**config.mk**
```make
export PLATFORM = sky130hd
export DESIGN_NAME = altmemddr_local_burst_master_flat
export DESIGN_NICKNAME = d
export VERILOG_FILES = /design/src/rtl/altmemddr_local_burst_master_if.sv /design/src/rtl/altmemddr_local_burst_master.sv /design/src/flat_wrapper.sv
export SDC_FILE = /design/constraint.sdc
export NUM_CORES = 1
export LEC_CHECK = 0
export CAP_MARGIN = 40
export CORE_AREA = 2 2 151 153
export CTS_CLUSTER_SIZE = 14
export DETAILED_ROUTE_END_ITERATION = 6
export DIE_AREA = 0 0 153 155
export PLACE_DENSITY = 0.7
export SLEW_MARGIN = 10
export SYNTH_ARGS = -nofsm -noshare
export SYNTH_HDL_FRONTEND = slang
export SYNTH_SLANG_ARGS = --single-unit
```
**constraint.sdc**
```tcl
create_clock -name clk -period 4.8 [get_ports clk]
set_input_delay 0.96 -clock clk [delete_from_list [all_inputs] [get_ports clk]]
set_output_delay 0.96 -clock clk [all_outputs]
set_load 0.005 [all_outputs]
```
**src/rtl/altmemddr_local_burst_master_if.sv**
```systemverilog
// Local (Avalon-mode) bus between the burst master and the DDR2 HP controller wrapper.
// master = command engine side, slave = controller side.
interface altmemddr_local_burst_master_if #(
  parameter int DATA_BITS = 64,
  parameter int ROW_BITS  = 13,
  parameter int BANK_BITS = 2,
  parameter int COL_BITS  = 9
);
  logic                   local_init_done;
  logic                   local_ready;
  logic                   local_rdata_valid;
  logic [DATA_BITS-1:0]   local_rdata;
  logic                   local_read_req;
  logic                   local_write_req;
  logic                   local_burstbegin;
  logic                   local_autopch_req;
  logic                   local_size;
  logic                   local_cs_addr;
  logic [ROW_BITS-1:0]    local_row_addr;
  logic [BANK_BITS-1:0]   local_bank_addr;
  logic [COL_BITS-1:0]    local_col_addr;
  logic [DATA_BITS-1:0]   local_wdata;
  logic [DATA_BITS/8-1:0] local_be;

  modport master (
    input  local_init_done, local_ready, local_rdata_valid, local_rdata,
    output local_read_req, local_write_req, local_burstbegin, local_autopch_req,
           local_size, local_cs_addr, local_row_addr, local_bank_addr,
           local_col_addr, local_wdata, local_be
  );

  modport slave (
    output local_init_done, local_ready, local_rdata_valid, local_rdata,
    input  local_read_req, local_write_req, local_burstbegin, local_autopch_req,
           local_size, local_cs_addr, local_row_addr, local_bank_addr,
           local_col_addr, local_wdata, local_be
  );
endinterface

```
**src/rtl/altmemddr_local_burst_master.sv**
```systemverilog
// Command engine for the DDR2 HP controller local interface: expands one read/write
// command into single-beat requests. Define LOCAL_MASTER_AUTOPCH_EN for auto-precharge on the last beat.
module altmemddr_local_burst_master #(
  parameter int DATA_BITS  = 64,
  parameter int ROW_BITS   = 13,
  parameter int BANK_BITS  = 2,
  parameter int COL_BITS   = 9,
  parameter int LEN_BITS   = 8,
  parameter int MAX_RD_OUT = 8
) (
  input  logic                                     clk,
  input  logic                                     reset_n,
  input  logic                                     cmd_valid,
  output logic                                     cmd_ready,
  input  logic                                     cmd_write,
  input  logic [ROW_BITS+BANK_BITS+COL_BITS-1:0]   cmd_addr,
  input  logic [LEN_BITS-1:0]                      cmd_len,
  input  logic                                     wr_valid,
  output logic                                     wr_ready,
  input  logic [DATA_BITS-1:0]                     wr_data,
  input  logic [DATA_BITS/8-1:0]                   wr_be,
  output logic                                     rd_valid,
  output logic [DATA_BITS-1:0]                     rd_data,
  output logic                                     busy,
  output logic                                     done,
  output logic                                     rd_err,
  altmemddr_local_burst_master_if.master           local_if
);
  localparam int ADDR_W = ROW_BITS + BANK_BITS + COL_BITS;
  localparam int REM_W  = LEN_BITS + 1;
  localparam int RD_W   = $clog2(MAX_RD_OUT) + 1;
  localparam logic [RD_W-1:0] RD_MAX = RD_W'(MAX_RD_OUT);

  typedef enum logic [1:0] {IDLE, ISSUE, DRAIN} state_e;

  state_e                 state_q, state_d;
  logic                   write_q, write_d;
  logic [ADDR_W-1:0]      addr_q, addr_d;
  logic [REM_W-1:0]       rem_q, rem_d;
  logic                   req_pend_q, req_pend_d;
  logic                   req_write_q, req_write_d;
  logic [ADDR_W-1:0]      req_addr_q, req_addr_d;
  logic [DATA_BITS-1:0]   req_data_q, req_data_d;
  logic [DATA_BITS/8-1:0] req_be_q, req_be_d;
  logic [RD_W-1:0]        rd_out_q, rd_out_d;
  logic                   rd_valid_q, rd_valid_d;
  logic [DATA_BITS-1:0]   rd_data_q, rd_data_d;
  logic                   rd_err_q, rd_err_d;

  logic            cmd_fire, slot_free, load, req_accept, issue_end, drain_end, unexpected;
  logic [RD_W-1:0] rd_sum;

  // A pending read not yet taken by the controller already counts against the read budget.
  always_comb begin
    cmd_fire   = cmd_ready && cmd_valid;
    slot_free  = (state_q == ISSUE) && (rem_q != '0) && (!req_pend_q || local_if.local_ready);
    rd_sum     = rd_out_q + RD_W'(req_pend_q && !req_write_q);
    load       = slot_free && (write_q ? wr_valid : (rd_sum < RD_MAX));
    req_accept = req_pend_q && local_if.local_ready;
    issue_end  = (rem_q == '0) && (!req_pend_q || local_if.local_ready);
    drain_end  = write_q || (rd_out_q == '0);
    unexpected = local_if.local_rdata_valid && (rd_out_q == '0);
  end

  always_ff @(posedge clk) begin
    if (!reset_n) state_q <= IDLE;
    else          state_q <= state_d;
  end

  always_comb begin
    state_d = state_q;
    unique case (state_q)
      IDLE:    if (cmd_fire)  state_d = ISSUE;
      ISSUE:   if (issue_end) state_d = DRAIN;
      DRAIN:   if (drain_end) state_d = IDLE;
      default: state_d = IDLE;
    endcase
  end

  always_comb begin
    cmd_ready = reset_n && (state_q == IDLE) && local_if.local_init_done;
    wr_ready  = slot_free && write_q;
    busy      = (state_q != IDLE);
    done      = (state_q == DRAIN) && drain_end;
  end

  always_comb begin
    write_d     = write_q;
    addr_d      = addr_q;
    rem_d       = rem_q;
    req_pend_d  = req_pend_q;
    req_write_d = req_write_q;
    req_addr_d  = req_addr_q;
    req_data_d  = req_data_q;
    req_be_d    = req_be_q;
    if (cmd_fire) begin
      write_d = cmd_write;
      addr_d  = cmd_addr;
      rem_d   = (cmd_len == '0) ? {1'b1, {LEN_BITS{1'b0}}} : {1'b0, cmd_len};
    end
    if (load) begin
      req_pend_d  = 1'b1;
      req_write_d = write_q;
      req_addr_d  = addr_q;
      req_data_d  = write_q ? wr_data : '0;
      req_be_d    = write_q ? wr_be : '0;
      addr_d      = addr_q + ADDR_W'(1);
      rem_d       = rem_q - REM_W'(1);
    end else if (req_accept) begin
      req_pend_d = 1'b0;
    end
    rd_out_d   = rd_out_q + RD_W'(req_accept && !req_write_q)
                          - RD_W'(local_if.local_rdata_valid && !unexpected);
    rd_err_d   = rd_err_q || unexpected;
    rd_valid_d = local_if.local_rdata_valid;
    rd_data_d  = local_if.local_rdata;
  end

  always_ff @(posedge clk) begin
    if (!reset_n) begin
      write_q     <= 1'b0;
      addr_q      <= '0;
      rem_q       <= '0;
      req_pend_q  <= 1'b0;
      req_write_q <= 1'b0;
      req_addr_q  <= '0;
      req_data_q  <= '0;
      req_be_q    <= '0;
      rd_out_q    <= '0;
      rd_valid_q  <= 1'b0;
      rd_data_q   <= '0;
      rd_err_q    <= 1'b0;
    end else begin
      write_q     <= write_d;
      addr_q      <= addr_d;
      rem_q       <= rem_d;
      req_pend_q  <= req_pend_d;
      req_write_q <= req_write_d;
      req_addr_q  <= req_addr_d;
      req_data_q  <= req_data_d;
      req_be_q    <= req_be_d;
      rd_out_q    <= rd_out_d;
      rd_valid_q  <= rd_valid_d;
      rd_data_q   <= rd_data_d;
      rd_err_q    <= rd_err_d;
    end
  end

  assign rd_valid = rd_valid_q;
  assign rd_data  = rd_data_q;
  assign rd_err   = rd_err_q;

  assign local_if.local_read_req   = req_pend_q && !req_write_q;
  assign local_if.local_write_req  = req_pend_q && req_write_q;
  assign local_if.local_burstbegin = req_pend_q;
  assign local_if.local_size       = 1'b1;
  assign local_if.local_cs_addr    = 1'b0;
  assign local_if.local_row_addr   = req_addr_q[ADDR_W-1 -: ROW_BITS];
  assign local_if.local_bank_addr  = req_addr_q[COL_BITS +: BANK_BITS];
  assign local_if.local_col_addr   = req_addr_q[COL_BITS-1:0];
  assign local_if.local_wdata      = req_data_q;
  assign local_if.local_be         = req_be_q;

`ifdef LOCAL_MASTER_AUTOPCH_EN
  logic req_last_q, req_last_d;

  always_comb begin
    req_last_d = req_last_q;
    if (load) req_last_d = (rem_q == REM_W'(1));
  end

  always_ff @(posedge clk) begin
    if (!reset_n) req_last_q <= 1'b0;
    else          req_last_q <= req_last_d;
  end

  assign local_if.local_autopch_req = req_pend_q && req_last_q;
`else
  assign local_if.local_autopch_req = 1'b0;
`endif
endmodule

```
**src/flat_wrapper.sv**
```systemverilog
// flat-port wrapper written by rule: the top's interface ports become plain ports
module altmemddr_local_burst_master_flat 
#(
  parameter int DATA_BITS  = 64,
  parameter int ROW_BITS   = 13,
  parameter int BANK_BITS  = 2,
  parameter int COL_BITS   = 9,
  parameter int LEN_BITS   = 8,
  parameter int MAX_RD_OUT = 8
)
  (clk, reset_n, cmd_valid, cmd_ready, cmd_write, cmd_addr, cmd_len, wr_valid, wr_ready, wr_data, wr_be, rd_valid, rd_data, busy, done, rd_err, local_if_local_init_done, local_if_local_ready, local_if_local_rdata_valid, local_if_local_rdata, local_if_local_read_req, local_if_local_write_req, local_if_local_burstbegin, local_if_local_autopch_req, local_if_local_size, local_if_local_cs_addr, local_if_local_row_addr, local_if_local_bank_addr, local_if_local_col_addr, local_if_local_wdata, local_if_local_be);
  altmemddr_local_burst_master_if #(.DATA_BITS(DATA_BITS), .ROW_BITS(ROW_BITS), .BANK_BITS(BANK_BITS), .COL_BITS(COL_BITS)) local_if_i ();
  input  logic clk;
  input  logic reset_n;
  input  logic cmd_valid;
  output logic cmd_ready;
  input  logic cmd_write;
  input  logic [ROW_BITS+BANK_BITS+COL_BITS-1:0] cmd_addr;
  input  logic [LEN_BITS-1:0] cmd_len;
  input  logic wr_valid;
  output logic wr_ready;
  input  logic [DATA_BITS-1:0] wr_data;
  input  logic [DATA_BITS/8-1:0] wr_be;
  output logic rd_valid;
  output logic [DATA_BITS-1:0] rd_data;
  output logic busy;
  output logic done;
  output logic rd_err;
  input wire logic [$bits(local_if_i.local_init_done)-1:0] local_if_local_init_done;
  input wire logic [$bits(local_if_i.local_ready)-1:0] local_if_local_ready;
  input wire logic [$bits(local_if_i.local_rdata_valid)-1:0] local_if_local_rdata_valid;
  input wire logic [$bits(local_if_i.local_rdata)-1:0] local_if_local_rdata;
  output wire logic [$bits(local_if_i.local_read_req)-1:0] local_if_local_read_req;
  output wire logic [$bits(local_if_i.local_write_req)-1:0] local_if_local_write_req;
  output wire logic [$bits(local_if_i.local_burstbegin)-1:0] local_if_local_burstbegin;
  output wire logic [$bits(local_if_i.local_autopch_req)-1:0] local_if_local_autopch_req;
  output wire logic [$bits(local_if_i.local_size)-1:0] local_if_local_size;
  output wire logic [$bits(local_if_i.local_cs_addr)-1:0] local_if_local_cs_addr;
  output wire logic [$bits(local_if_i.local_row_addr)-1:0] local_if_local_row_addr;
  output wire logic [$bits(local_if_i.local_bank_addr)-1:0] local_if_local_bank_addr;
  output wire logic [$bits(local_if_i.local_col_addr)-1:0] local_if_local_col_addr;
  output wire logic [$bits(local_if_i.local_wdata)-1:0] local_if_local_wdata;
  output wire logic [$bits(local_if_i.local_be)-1:0] local_if_local_be;
  assign local_if_i.local_init_done = local_if_local_init_done;
  assign local_if_i.local_ready = local_if_local_ready;
  assign local_if_i.local_rdata_valid = local_if_local_rdata_valid;
  assign local_if_i.local_rdata = local_if_local_rdata;
  assign local_if_local_read_req = local_if_i.local_read_req;
  assign local_if_local_write_req = local_if_i.local_write_req;
  assign local_if_local_burstbegin = local_if_i.local_burstbegin;
  assign local_if_local_autopch_req = local_if_i.local_autopch_req;
  assign local_if_local_size = local_if_i.local_size;
  assign local_if_local_cs_addr = local_if_i.local_cs_addr;
  assign local_if_local_row_addr = local_if_i.local_row_addr;
  assign local_if_local_bank_addr = local_if_i.local_bank_addr;
  assign local_if_local_col_addr = local_if_i.local_col_addr;
  assign local_if_local_wdata = local_if_i.local_wdata;
  assign local_if_local_be = local_if_i.local_be;
  altmemddr_local_burst_master #(.DATA_BITS(DATA_BITS), .ROW_BITS(ROW_BITS), .BANK_BITS(BANK_BITS), .COL_BITS(COL_BITS), .LEN_BITS(LEN_BITS), .MAX_RD_OUT(MAX_RD_OUT)) u_core (.clk(clk), .reset_n(reset_n), .cmd_valid(cmd_valid), .cmd_ready(cmd_ready), .cmd_write(cmd_write), .cmd_addr(cmd_addr), .cmd_len(cmd_len), .wr_valid(wr_valid), .wr_ready(wr_ready), .wr_data(wr_data), .wr_be(wr_be), .rd_valid(rd_valid), .rd_data(rd_data), .busy(busy), .done(done), .rd_err(rd_err), .local_if(local_if_i));
endmodule
```
# ---- Word-level counts from Yosys, hierarchy flattened
# Cells that the tools add are included.
dict set report op_classes {
  reduce_logical 30
  n_eq_ne 5
  magnitude_cmp 1
  n_addsub 5
  mux 14
}
# operator n
set op_table {}
lappend op_table {{64-bit two-way mux} 1}
lappend op_table {{24-bit two-way mux} 2}
lappend op_table {{9-bit two-way mux} 3}
lappend op_table {{24-bit by 1-bit adder with 24-bit output, second input constant} 1}
lappend op_table {{1-bit logical AND} 15}
lappend op_table {{9-bit logical NOT} 1}
lappend op_table {{9-bit nonzero test} 1}
lappend op_table {{9-bit by 1-bit subtractor with 9-bit output, second input constant} 1}
lappend op_table {{4-bit by 1-bit adder with 4-bit output} 2}
lappend op_table {{8-bit logical NOT} 1}
lappend op_table {{8-bit two-way mux} 1}
lappend op_table {{2-bit two-way mux} 3}
lappend op_table {{2-bit by 1-bit != test with 1-bit output, second input constant} 3}
lappend op_table {{2-bit case mux with 3 select lines} 1}
lappend op_table {{2-bit nonzero test} 3}
lappend op_table {{4-bit logical NOT} 1}
lappend op_table {{4-bit less-than comparator, second input constant} 1}
lappend op_table {{4-bit by 1-bit subtractor with 4-bit output} 1}
lappend op_table {{1-bit logical NOT} 3}
lappend op_table {{1-bit logical OR} 3}
lappend op_table {{1-bit two-way mux} 3}
lappend op_table {{3-bit AND reduction} 1}
lappend op_table {{2-bit by 1-bit equality test with 1-bit output, second input constant} 1}
lappend op_table {{2-bit equality test, second input constant} 1}
lappend op_table {{2-bit logical NOT} 1}
dict set report totals {
  output_inout_bits 172
  in_bits 176
  reg_bits 204
  wordCells 68
}

# ---- Logic depth before layout (Yosys ltp)
dict set report depth {
  word_depth 7
  depth_mapped 11
  mapped_depth_nobuf 11
}

# ---- Least setup slack after synthesis
# OpenSTA, ideal clock, no wires.
dict set report synth_timing {
  path_type {register to output}
  from {register u_core.rem_q[0]}
  to {output wr_ready}
  required_time_ns 3.840
  t_arrival_ns 1.706
  path_buffers 1
  path_stages_with_launch 7
  setup_slack_ns 2.134
  cell_sequence {dfxtp_1 -> inv_1 -> ha_1 -> or4b_1 -> buf_2 -> o311a_4 -> and2_1}
}
dict set report synth_via {
  elab_chain_cells 4
}
# item line_no
set synth_rtl {}
lappend synth_rtl {{start: declaration} altmemddr_local_burst_master.sv:39} ;# logic [REM_W-1:0] rem_q, rem_d;
lappend synth_rtl {{start signal: assignment} altmemddr_local_burst_master.sv:136} ;# rem_q <= rem_d;
lappend synth_rtl {{9-bit nonzero test} altmemddr_local_burst_master.sv:56} ;# slot_free = (state_q == ISSUE) && (rem_q != '0) && (!req_pend_q || local_if.local_ready);
lappend synth_rtl {{1-bit logical AND (2 in a row)} altmemddr_local_burst_master.sv:56}
lappend synth_rtl {{1-bit logical AND} altmemddr_local_burst_master.sv:82} ;# wr_ready = slot_free && write_q;
lappend synth_rtl {{end: declaration} flat_wrapper.sv:21} ;# output logic wr_ready;
# Every way passes these cells.

# ---- Worst setup path after layout
# Ends and elaborated chain as after synthesis.

==> flow_summary.yaml <==
power_and_ir_drop:
  ir_drop_mv: 0.285
  power_leakage_nw: 4.34
  seqPwrFrac_pct: 43.5
  totalPowerFinal_mw: 4.13
  clkPwrFrac_pct: 43.2
  net-switching-power_uw: 973
  intPower_mw: 3.16
  power.density_mw_per_mm2: 338
  power.share.switching_pct: 23.5
  comb_power_share_pct: 13.3
route:
  postRouteAntennaNets: 0
  drc: 0
  via_per_inst: 4.86
  drt_first_pass_iters: 5
  wirelength_mm: 24.1
  routed-via-count: 6967
  drtIter0Drc: 346
  wl_per_cell_um: 16.8
place:
  io_buffer_count: 344
  gp_congestion: 0.771
  dp_hpwl_mm: 17.1
worst_setup_path:
  startpoint: "u_core.rem_q[0]$_SDFFE_PN0P_"
  reg2reg_depth: 8
  required_ns: 3.84
  cp-end-kind: "output port"
  worstPathMaxFanout: 7
  critical_path_class: "reg -> out"
  cp_cell_sequence: "inv_1 > ha_1 > or4b_1 > o311a_4 > and2_1 > clkdlybuf4s50_1"
  cp-endpoint: "wr_ready"
  r2r_setup_slack_ns: 1.86
  crit_path_start_kind: "flip-flop"
  max_stage_delay_ns: 0.62
  crit_arrival_ns: 2.86
  r2r_start: "u_core.rem_q[0]$_SDFFE_PN0P_"
  rr_endpoint: "u_core.rem_q[1]$_SDFFE_PN0P_"
  slowest_stage: "or4b_1"
clock_network:
  clk_latency_ns: 0.51
  ctsRootBufferMaster: "clkbuf_16"
  clock_sinks: 204
  clock_path_buffers: 3
  cts_tree: "built"
  htree_levels: 1
  cts_buffers: 24
  clk_pin_slew_ns: 0.06
  ctsResizeCount: 0
  cts_hold_buf: 0
  cts_setup_buffers: 0
floorplan:
  die_area_sq_mm: 0.0237
  start_util_pct: 35.3
  rows: 55
  coreArea_sq_mm: 0.0222
  fp.dieW_um: 153
  ios: 348
  die_h_um: 155
logic_synthesis:
  synth_seq_cells: 204
  avgSynthCellArea_sq_um: 9.75
  syn_area_sq_mm: 0.00786
  synthFlopType: "dfxtp_1"
  ys_warn_count: 0
  async_reset_ff_share_pct: 0
  synth-edff-count: 0
  syn_inst: 806
  synth_cell_types: 72
  synth_seq_area_share_pct: 52.0
flow_run:
  cap_viol_max_count: 0
timing:
  setup_viol: 0
  hold_viol: 0
  maxSlewHeadroom_pct: 50.9
  layout_min_cycle_time_ns: 3.82
  worst_pin_slew_ns: 0.735
  fin_tns_setup_ns: 0
  fin_worst_skew_ns: 0.0138
  post-route-period-util_pct: 79.5
  rsz0062_at_grt: "no"
  drv_slew: 0
  max_freq_mhz: 262
global_routing:
  gr-total-overflow: 0
  grt_usage_pct: 19.6
  antenna_found_initial: 4
  grt_pass1_vias: 6893
  grt_max_degree: 73
  grt_pass1_wl_mm: 37.7
layout:
  fin_nets: 1314
  area_delta_synth_final_pct: 55.5
  layout-drive-gt1-share_pct: 10.0
status:
  run_status: "completed"
hold_path:
  hold_path.class: "reg -> reg"
worst min-delay path by stage:
stage / cells past startpoint / from / to
finish: 2 / u_core.req_addr_q[13]$_SDFFE_PN0P_ / u_core.req_addr_q[13]$_SDFFE_PN0P_
global route: 2 / u_core.req_addr_q[13]$_SDFFE_PN0P_ / u_core.req_addr_q[13]$_SDFFE_PN0P_
CTS: 2 / u_core.req_addr_q[2]$_SDFFE_PN0P_ / u_core.req_addr_q[2]$_SDFFE_PN0P_
detailed placement: 2 / u_core.req_addr_q[14]$_SDFFE_PN0P_ / u_core.req_addr_q[14]$_SDFFE_PN0P_
global placement: 2 / u_core.req_addr_q[1]$_SDFFE_PN0P_ / u_core.req_addr_q[1]$_SDFFE_PN0P_
floorplan: 2 / u_core.addr_q[23]$_SDFFE_PN0P_ / u_core.req_addr_q[23]$_SDFFE_PN0P_
layer usage:
metal	share of wire (%)	up-vias	GRT usage [%]
met4	1.7	2	4.81
met2	50	253	34.7
met3	9.6	33	7.21
met1	39	3225	22.5
met5	0.054	-	0
li1	-	3454	-
registers in the layout, summed over array words and instances, names as in the netlist, 2 cells and up:
signal,count
u_core.local_if.local_wdata,64
u_core.rd_data,64
u_core.addr_q,24
u_core.req_addr_q,24
u_core.rem_q,9
u_core.local_if.local_be,8
u_core.rd_out_q,4
u_core.state_q,2
critical path, delay by kind of cell, from the launching register on:
family | cells | cell delay, ns
buffers and inverters | 2 | 0.56
and+or+nand+nor | 2 | 0.79
adders and majority gates | 1 | 0.22
AOI/OAI and AO/OA | 1 | 0.45
DFF | 1 | 0.32
metrics by stage:
stage / instance area, sq um / std cells / hold slack (ns) / setup WS, ns / util, %
floorplan: 7860 / 807 / 0.441 / 2.13 / -
global placement: 11400 / 1386 / 0.444 / 1.21 / 51.2
detailed placement: 11400 / 1388 / 0.449 / 1.19 / 51.4
CTS: 12200 / 1430 / 0.457 / 0.976 / 54.9
global route: 12200 / 1430 / 0.478 / 0.891 / 54.9
finish: 12200 / 1433 / 0.454 / 0.985 / 54.9
kinds of logic after synthesis:
family          share of synthesized area [%]
compound gates                           20.4
xor+xnor                                0.669
fa+ha+maj                                1.53
buf+inv                                  5.45
flops                                    52.0
mux                                     0.271
other cells                            0.0956
simple gates                             19.6
layout make-up:
type	instances	area, sq um
Clock buffer	36	727
Timing Repair Buffer	355	3550
Clock inverter	6	57.6
Tap cell	285	357
Sequential cell	204	4080
Multi-Input combinational cell	526	3360
Fill cell	2023	10000
Inverter	18	70.1
Antenna cell	3	7.51
cell usage after synthesis (7+ instances only):
master	n	share of area [%]
nand3_1	10	0.64
nor2_2	15	1.2
a22oi_1	37	3.5
a31oi_1	11	0.88
buf_4	9	0.86
a21oi_1	44	2.8
ha_1	8	1.3
dfxtp_1	204	52
nand2_1	95	4.5
o21a_1	7	0.67
inv_1	17	0.81
a22oi_2	39	6.2
clkbuf_1	33	1.6
buf_2	7	0.45
nor2_1	76	3.6
and2_1	71	5.7
layout by cell type, fill, tap and decap left out, drive strengths merged, types with 12 or more instances in the layout:
| cell type | synthesis | routed |
|---|---|---|
| inv | 18 | 18 |
| a21oi | 45 | 45 |
| dfxtp | 204 | 204 |
| clkdlybuf4s50 | 0 | 343 |
| nor2 | 91 | 91 |
| nand2 | 95 | 95 |
| buf | 26 | 12 |
| clkbuf | 33 | 36 |
| a22oi | 76 | 76 |
| and2 | 71 | 71 |
power by group through the flow:
| stage | registers [mW] | clock network, mW | logic (mW) |
|---|---|---|---|
| 2_1_floorplan | 1.83 | 0 | 0.276 |
| 3_3_place_gp | 1.83 | 0 | 0.542 |
| 3_5_place_dp | 1.83 | 0 | 0.552 |
| 4_1_cts | 1.80 | 1.84 | 0.556 |
| 5_1_grt | 1.81 | 1.91 | 0.605 |
| 6_report | 1.80 | 1.79 | 0.549 |
No activity file was read; power rests on OpenSTA's default activity.
